## config.mk

```make
export PLATFORM = sky130hd
export DESIGN_NAME = mem_arbiter
export DESIGN_NICKNAME = d
export VERILOG_FILES = /design/src/rtl/cpu_pkg.sv /design/src/rtl/mem_arbiter_wait_counter.sv /design/src/rtl/mem_arbiter.sv
export SDC_FILE = /design/constraint.sdc
export NUM_CORES = 1
export LEC_CHECK = 0
export ABC_AREA = 0
export ABC_CLOCK_PERIOD_IN_PS = 2150
export CORE_AREA = 2 2 87 89
export DETAILED_ROUTE_END_ITERATION = 7
export DIE_AREA = 0 0 89 91
export GPL_TIMING_DRIVEN = 0
export PLACE_DENSITY = 0.78
export REMOVE_ABC_BUFFERS = 1
export SLEW_MARGIN = 20
export SYNTH_ARGS = -nofsm -noshare
export SYNTH_HDL_FRONTEND = slang
export SYNTH_SLANG_ARGS = --single-unit
```

## constraint.sdc

```tcl
create_clock -name clk -period 2.15 [get_ports clk]
set_clock_uncertainty 0.1 [all_clocks]
set_input_delay 0.43 -clock clk [delete_from_list [all_inputs] [get_ports clk]]
set_output_delay 0.43 -clock clk [all_outputs]
set_load 0.01 [all_outputs]
```

## src/rtl/cpu_pkg.sv

```systemverilog
// Shared CPU encodings: memory arbiter states, read/write strobe polarity and
// owner codes, plus the wait-counter width rule.
package cpu_pkg;

  localparam logic [1:0] ARB_IDLE   = 2'd0;
  localparam logic [1:0] ARB_ACCESS = 2'd1;
  localparam logic [1:0] ARB_DONE   = 2'd2;

  // Same polarity as the control unit's read_write line.
  localparam logic MEM_READ  = 1'b1;
  localparam logic MEM_WRITE = 1'b0;

  localparam logic OWN_IF = 1'b0;
  localparam logic OWN_D  = 1'b1;

  function automatic int cnt_width(input int wait_cycles);
    return (wait_cycles < 1) ? 1 : $clog2(wait_cycles + 1);
  endfunction

endpackage

```

## src/rtl/mem_arbiter_wait_counter.sv

```systemverilog
// Loadable down-counter with a zero flag; times the ACCESS window of the
// memory arbiter. It stops at zero and is only refilled by a load.
module wait_counter #(
  parameter int WIDTH = 1
) (
  input  logic             clk,
  input  logic             reset,
  input  logic             load,
  input  logic [WIDTH-1:0] load_val,
  input  logic             dec,
  output logic             zero
);

  logic [WIDTH-1:0] count;

  always_ff @(posedge clk or negedge reset) begin
    if (!reset) begin
      count <= '0;
    end else if (load) begin
      count <= load_val;
    end else if (dec && (count != '0)) begin
      count <= count - WIDTH'(1);
    end
  end

  assign zero = (count == '0);

endmodule

```

## src/rtl/mem_arbiter.sv

```systemverilog
// Arbitrates the single memory port between instruction fetch and load/store.
// Define MEM_ARB_RR_EN for round-robin ties; otherwise data has fixed priority.
module mem_arbiter
  import cpu_pkg::*;
#(
  parameter int ADDR_W      = 16,
  parameter int DATA_W      = 16,
  parameter int WAIT_CYCLES = 1
) (
  input  logic              clk,
  input  logic              reset,
  input  logic              if_req,
  input  logic [ADDR_W-1:0] if_addr,
  output logic              if_gnt,
  output logic              if_valid,
  output logic [DATA_W-1:0] if_rdata,
  input  logic              d_req,
  input  logic              d_rw,
  input  logic [ADDR_W-1:0] d_addr,
  input  logic [DATA_W-1:0] d_wdata,
  output logic              d_gnt,
  output logic              d_valid,
  output logic [DATA_W-1:0] d_rdata,
  output logic              mem_en,
  output logic              mem_rw,
  output logic [ADDR_W-1:0] mem_addr,
  output logic [DATA_W-1:0] mem_wdata,
  input  logic [DATA_W-1:0] mem_rdata,
  output logic              busy
);

  localparam int               CNT_W     = cnt_width(WAIT_CYCLES);
  localparam logic [CNT_W-1:0] WAIT_LOAD = CNT_W'(WAIT_CYCLES);

  logic [1:0] state;
  logic       owner;
  logic       lat_rw;
  logic       take;
  logic       pick_d;
  logic       cnt_zero;

  assign take = (state == ARB_IDLE) && (if_req || d_req);

`ifdef MEM_ARB_RR_EN
  logic last_owner;

  // On a tie the requester that did not win last time goes first.
  always_comb begin
    pick_d = d_req;
    if (if_req && d_req) begin
      pick_d = (last_owner == OWN_IF);
    end
  end

  always_ff @(posedge clk or negedge reset) begin
    if (!reset) begin
      last_owner <= OWN_D;
    end else if (take) begin
      last_owner <= pick_d ? OWN_D : OWN_IF;
    end
  end
`else
  assign pick_d = d_req;
`endif

  always_ff @(posedge clk or negedge reset) begin
    if (!reset) begin
      state     <= ARB_IDLE;
      owner     <= OWN_IF;
      lat_rw    <= MEM_READ;
      mem_addr  <= '0;
      mem_wdata <= '0;
      if_gnt    <= 1'b0;
      d_gnt     <= 1'b0;
      if_rdata  <= '0;
      d_rdata   <= '0;
    end else begin
      if_gnt <= 1'b0;
      d_gnt  <= 1'b0;
      case (state)
        ARB_IDLE: begin
          if (take) begin
            state <= ARB_ACCESS;
            if (pick_d) begin
              owner     <= OWN_D;
              lat_rw    <= d_rw;
              mem_addr  <= d_addr;
              mem_wdata <= d_wdata;
              d_gnt     <= 1'b1;
            end else begin
              owner    <= OWN_IF;
              lat_rw   <= MEM_READ;
              mem_addr <= if_addr;
              if_gnt   <= 1'b1;
            end
          end
        end
        // Memory data is only trusted on the final cycle of the window.
        ARB_ACCESS: begin
          if (cnt_zero) begin
            state <= ARB_DONE;
            if (lat_rw == MEM_READ) begin
              if (owner == OWN_D) begin
                d_rdata <= mem_rdata;
              end else begin
                if_rdata <= mem_rdata;
              end
            end
          end
        end
        ARB_DONE: state <= ARB_IDLE;
        default:  state <= ARB_IDLE;
      endcase
    end
  end

  wait_counter #(
    .WIDTH(CNT_W)
  ) u_wait_counter (
    .clk      (clk),
    .reset    (reset),
    .load     (take),
    .load_val (WAIT_LOAD),
    .dec      (state == ARB_ACCESS),
    .zero     (cnt_zero)
  );

  assign mem_en   = (state == ARB_ACCESS);
  assign mem_rw   = mem_en ? lat_rw : MEM_READ;
  assign if_valid = (state == ARB_DONE) && (owner == OWN_IF);
  assign d_valid  = (state == ARB_DONE) && (owner == OWN_D);
  assign busy     = (state != ARB_IDLE);

endmodule
```

# [Word-level counts from Yosys, hierarchy flattened]
# Cells that the tools add are included.
[totals] register_bits=71 latchBits=0 rom_bits=0 elab_cells=44 out_inout_bits=71 n_memories=0 mem_bits_rw=0
[classes] n_addsub=1 n_div=0 reduce_logical=13 shift=0 eq_ne=4 n_mux=14 n_bitwise=2 order_cmp=0 mul=0
[op_table] operator="2-to-1 mux 16 bit" n=1
[op_table] operator="2-to-1 mux 1 bit" n=10
[op_table] operator="AND reduction 4 bit" n=2
[op_table] operator="logical AND 1 bit" n=4
[op_table] operator="2-to-1 mux 2 bit" n=2
[op_table] operator="!= test 2 bit, second input constant" n=2
[op_table] operator="case mux 2 bit (2 select lines)" n=1
[op_table] operator="AND reduction 2 bit" n=2
[op_table] operator="nonzero test 2 bit" n=2
[op_table] operator="AND reduction 3 bit" n=1
[op_table] operator="equality test 2 x 1 -> 1 bit, second input constant" n=1
[op_table] operator="equality test 2 bit, second input constant" n=1
[op_table] operator="zero test 2 bit" n=1
[op_table] operator="NOT 1 bit" n=2
[op_table] operator="logical OR 1 bit" n=1
[op_table] operator="subtractor 1 bit, second input constant" n=1

# [Logic depth before layout (Yosys ltp)]
# Gate-level depths: netlist (run 1).
[logic_depth] word_depth=4 mapped_depth=5 mapped_depth_nobuf=4

# [Cells and area by module]
# From an unflattened synthesis (run 1), not the netlist that was laid out.
[unflattened] cells_unflattened=183 area_unflattened_um2=2801.4
[by_module_without_submodules] module="mem_arbiter" area_per_inst_um2=2756.4 seq_area_each_um2=1752.9 cells_each=179 instances=1
[by_module_without_submodules] module="wait_counter" area_per_inst_um2=45.0 seq_area_each_um2=25.0 cells_each=4 instances=1

# [Least setup slack after synthesis (run 1)]
# OpenSTA, ideal clock, no wires.
[synth_timing] kind="register to register" startpoint="reg lat_rw" endpoint="reg if_rdata[10]" arrival_ns=1.518 required_ns=1.922 setup_ns=0.128 path_slack_ns=0.404 path_stages_with_launch=5 n_path_buf=1 path_cell_list="dfstp_2 > inv_1 > nor4_4 > buf_4 > mux2_1"
[synth_via] elab_chain_cells=1
[synth_rtl] item="from (decl)" line_no="mem_arbiter.sv:37" text="logic lat_rw;"
[synth_rtl] item="from (signal assigned)" line_no="mem_arbiter.sv:86" text="lat_rw <= d_rw;"
[synth_rtl] item="AND reduction 4 bit (no source line)"
[synth_rtl] item="to (signal assigned)" line_no="mem_arbiter.sv:106" text="if_rdata <= mem_rdata;"
[synth_rtl] item="to (decl)" line_no="mem_arbiter.sv:16" text="output logic [DATA_W-1:0] if_rdata,"
# Every way passes these cells.
# A chain may end at the register's enable or synchronous reset.

# [Final worst setup path (run 1)]
[layout_timing] startpoint="reg state[0]" endpoint="out d_valid"
[layout_via] elab_chain_cells=2
[layout_rtl] item="from (decl)" line_no="mem_arbiter.sv:35" text="logic [1:0] state;"
[layout_rtl] item="from (signal assigned)" line_no="mem_arbiter.sv:68" text="state <= ARB_IDLE;"
[layout_rtl] item="from (signal assigned)" line_no="mem_arbiter.sv:83" text="state <= ARB_ACCESS;"
[layout_rtl] item="from (signal assigned)" line_no="mem_arbiter.sv:101" text="state <= ARB_DONE;"
[layout_rtl] item="equality test 2 bit" line_no="mem_arbiter.sv:131" text="assign d_valid = (state == ARB_DONE) && (owner == OWN_D);"
[layout_rtl] item="logical AND 1 bit" line_no="mem_arbiter.sv:131"
[layout_rtl] item="to (decl)" line_no="mem_arbiter.sv:22" text="output logic d_valid,"
# Every way passes these cells.

==> impl_metrics.csv, run 1 <==
group,metric,value,unit
global_routing,first_global_vias,2103,
logic_synthesis,synth_largest_area_cell,"dfrtp_1",
pwr,p_comb_frac,0.463,
pwr,p_switching,2030,µW
run_status,status,"finished, final reports clean",
sta,rsz0062_at_grt,"false",
placement,io_buffers,139,
logic_synthesis,synth_top_area_frac,0.633,
worst_setup_path,critical_path.startpoint,"state[0]",
worst_setup_path,path_max_fanout,6,
global_routing,grt_max_degree,53,
layout,diodes,0,
pwr,pwr-share-seq,0.370,
floorplanning,start_util,0.388,
clock_tree,clk_latency,330,ps
worst_setup_path,crit_family,"buffers and inverters",
logic_synthesis,synth_area_leaders,"dfrtp_1 63%, mux2_1 13%, mux2_2 6.9%, a221o_1 5.8%, and2_1 3.8%",
placement,dpl.cell_count,413,
worst_setup_path,end_kind,"output pin",
clock_tree,cts_tree,"yes",
drt,num_vias,2025,
pwr,swShare,0.312,
job,max_cap_violations,0,
floorplanning,die_area,8100,µm²
global_routing,grt_overflow,0,
worst_setup_path,cpMaxStageDelayCell,"clkdlybuf4s50_1",
worst_hold_path,hold_path.class,"reg -> reg",
layout,fill_cells,583,
pwr,ir_worst_vdd,0.513,mV
drt,wirelength,6640,µm
layout,final_layout_size_suffix_gt1_frac,0.145,
pwr,powerDensity,1430,nW/µm²
sta,finalCritPeriodShare,0.970,
worst_setup_path,start_kind,"flop",
drt,drtAntennaViolNets,0,
worst_hold_path,hold_start,"mem_wdata[13]",
clock_tree,root_buffer,"clkbuf_8",
worst_setup_path,critPathMaxStageDelay,530,ps
floorplanning,pin_count,140,
pwr,p_clk_frac,0.167,
clock_tree,clk_pin_slew_worst_paths,70,ps
sta,relSlewSlack,0.452,
global_routing,grtUsageTotal,0.172,
worst_setup_path,cp_data_required_time,1620,ps
placement,dp_hpwl,4860,µm
clock_tree,htreeDepth,3,
placement,place_congestion,0.669,
floorplanning,rows,31,
drt,drc,0,
logic_synthesis,synth_cells,181,
pwr,internal-power,4480,µW
sta,setup_violations,0,
worst_setup_path,critical_path_class,"reg -> out",
sta,tns,0,ps
layout,final_common_cell,"clkdlybuf4s50_1",
sta,period_needed,2080,ps
floorplanning,die_x,89,µm
logic_synthesis,syn_area_per_cell,15.3,µm²
logic_synthesis,synth-seq-area-share,0.642,
logic_synthesis,synth-seq-cells,71,
clock_tree,cts_buffers,9,
sta,final_hold_viol_count,0,
global_routing,antenna_found_initial,0,
logic_synthesis,synth_cell_type_count,22,
worst_setup_path,timing.rr.start,"state[1]",
layout,finalNetCount,396,
clock_tree,cts.sinks,71,
floorplanning,core-area,7140,µm²
sta,timing_worst_slew_pin_value,822,ps
drt,viasPerCell,4.70,
layout,finalNonFillerCells,431,
global_routing,grt_pass1_wl,10600,µm
layout,areaGrowthSynthToFinish,64.6,%
drt,drt-pass1-iter-count,4,
drt,wire_per_inst,15.4,µm
sta,max_freq,480,MHz
drt,drt_iter0_drc,70,
logic_synthesis,syn_area,2770,µm²
clock_tree,clock_path_buffers,2,
worst_setup_path,path_cells,"and3b_1, clkdlybuf4s50_1",
layout,final_cell_mix,"135 x clkdlybuf4s50_1, 68 x dfrtp_1, 31 x mux2_1",
logic_synthesis,yosysWarnings,0,
pwr,p_leak,0.00191,µW
floorplanning,fp.dieH,91,µm
worst_setup_path,path_buf_inv,1,
worst_setup_path,critPathArrivalTime,1550,ps
sta,finalMaxSlewViolations,0,
[synthesized netlist by cell type (all sizes together)]
library cell and n:
dfrtp 70, mux2 48, and2 17, a221o 16
buf 6, nand2 6, inv 4, clkbuf 2
nor3b 2, a21o 1, a22oi 1, and3b 1
dfstp 1, nand2b 1, nand3 1, nor2 1
nor4 1, nor4b 1, o21ai 1
[cell type report]
| class | count | area (µm²) | area share |
|---|---|---|---|
| flip-flops and latches | 71 | 1780 | 0.391 |
| repair buffers | 143 | 1470 | 0.324 |
| multi-input cells | 98 | 953 | 0.209 |
| clock buffers | 11 | 151 | 0.0332 |
| well taps | 99 | 124 | 0.0272 |
| clock inverters | 5 | 56.3 | 0.0124 |
| inverters | 4 | 15.0 | 0.00330 |
[state kept, by name (all words and copies together) (netlist names)]
register,count
d_rdata,16
if_rdata,16
mem_addr,16
mem_wdata,16
state,2
d_gnt,1
if_gnt,1
lat_rw,1
owner,1
u_wait_counter.count,1
[metrics by stage]
stage	setup WS [ps]	power, µW	hold slack (ps)	area (µm²)	utilization
6_report	65.6	6510	384	4550	0.638
5_1_grt	10.6	6920	395	4550	0.638
4_1_cts	7.21	6590	389	4550	0.637
3_5_place_dp	-137	5470	228	4310	0.604
3_3_place_gp	-1790	5310	367	4240	0.594
2_1_floorplan	132	3640	34.4	2730	-
[power groups by stage]
stage / combinational [µW] / clock (µW) / sequential [µW]
global route: 3250 / 1180 / 2490
finish: 3010 / 1080 / 2410
CTS: 3070 / 1110 / 2410
global placement: 2930 / 0 / 2380
floorplan: 961 / 0 / 2680
detailed placement: 3050 / 0 / 2420
[worst reg2reg max path: cells and delay by family, from the launching register on]
kind	cells	cell delay, ps
DFF	1	460
and+or+nand+nor	2	680
buffers and inverters	1	210
muxes	1	340
[cell families (layout without fill, tap and decap cells)]
kind of cell           after synthesis  in the layout  share of synthesized area
AOI/OAI and AO/OA                   19             19                     0.0651
muxes                               48             48                      0.195
DFF                                 71             71                      0.642
buffers and inverters               12            163                     0.0199
and+or+nand+nor                     31             31                     0.0773
[layer usage]
metal  share of wire  GRT usage  wire, µm
met4           0.014     0.0672        91
met3           0.086     0.0527       571
met1            0.42      0.206      2760
met2            0.48      0.284      3220
met5               0          0         0
[worst paths after layout]
path | endpoint | slack (ps) | cells after the start
max reg2reg | mem_wdata[15] | 250 | 4
max in group asynchronous | lat_rw | 950 | 3
min in group asynchronous | if_rdata[15] | 420 | 2
max | d_valid | 70 | 2
min reg2reg | mem_wdata[13] | 380 | 1
min | mem_wdata[13] | 380 | 1
[timing repair]
item | 4_1_cts | 5_1_grt
hold endpoints to repair | 19 | 0
endpoints found under the setup margin | 20 | 3
pin swaps | 1 | 0
resized for setup | 4 | 3
hold buffers | 1 | 0
buffers inserted | 1 | 0
No activity file was read; power rests on OpenSTA's default activity.
==> inputs of run 2 (changes only) <==
CTS_CLUSTER_SIZE = 40   (was default)
==> results of run 2 <==
Final layout, timing and power as in run 1 (identical DEF).
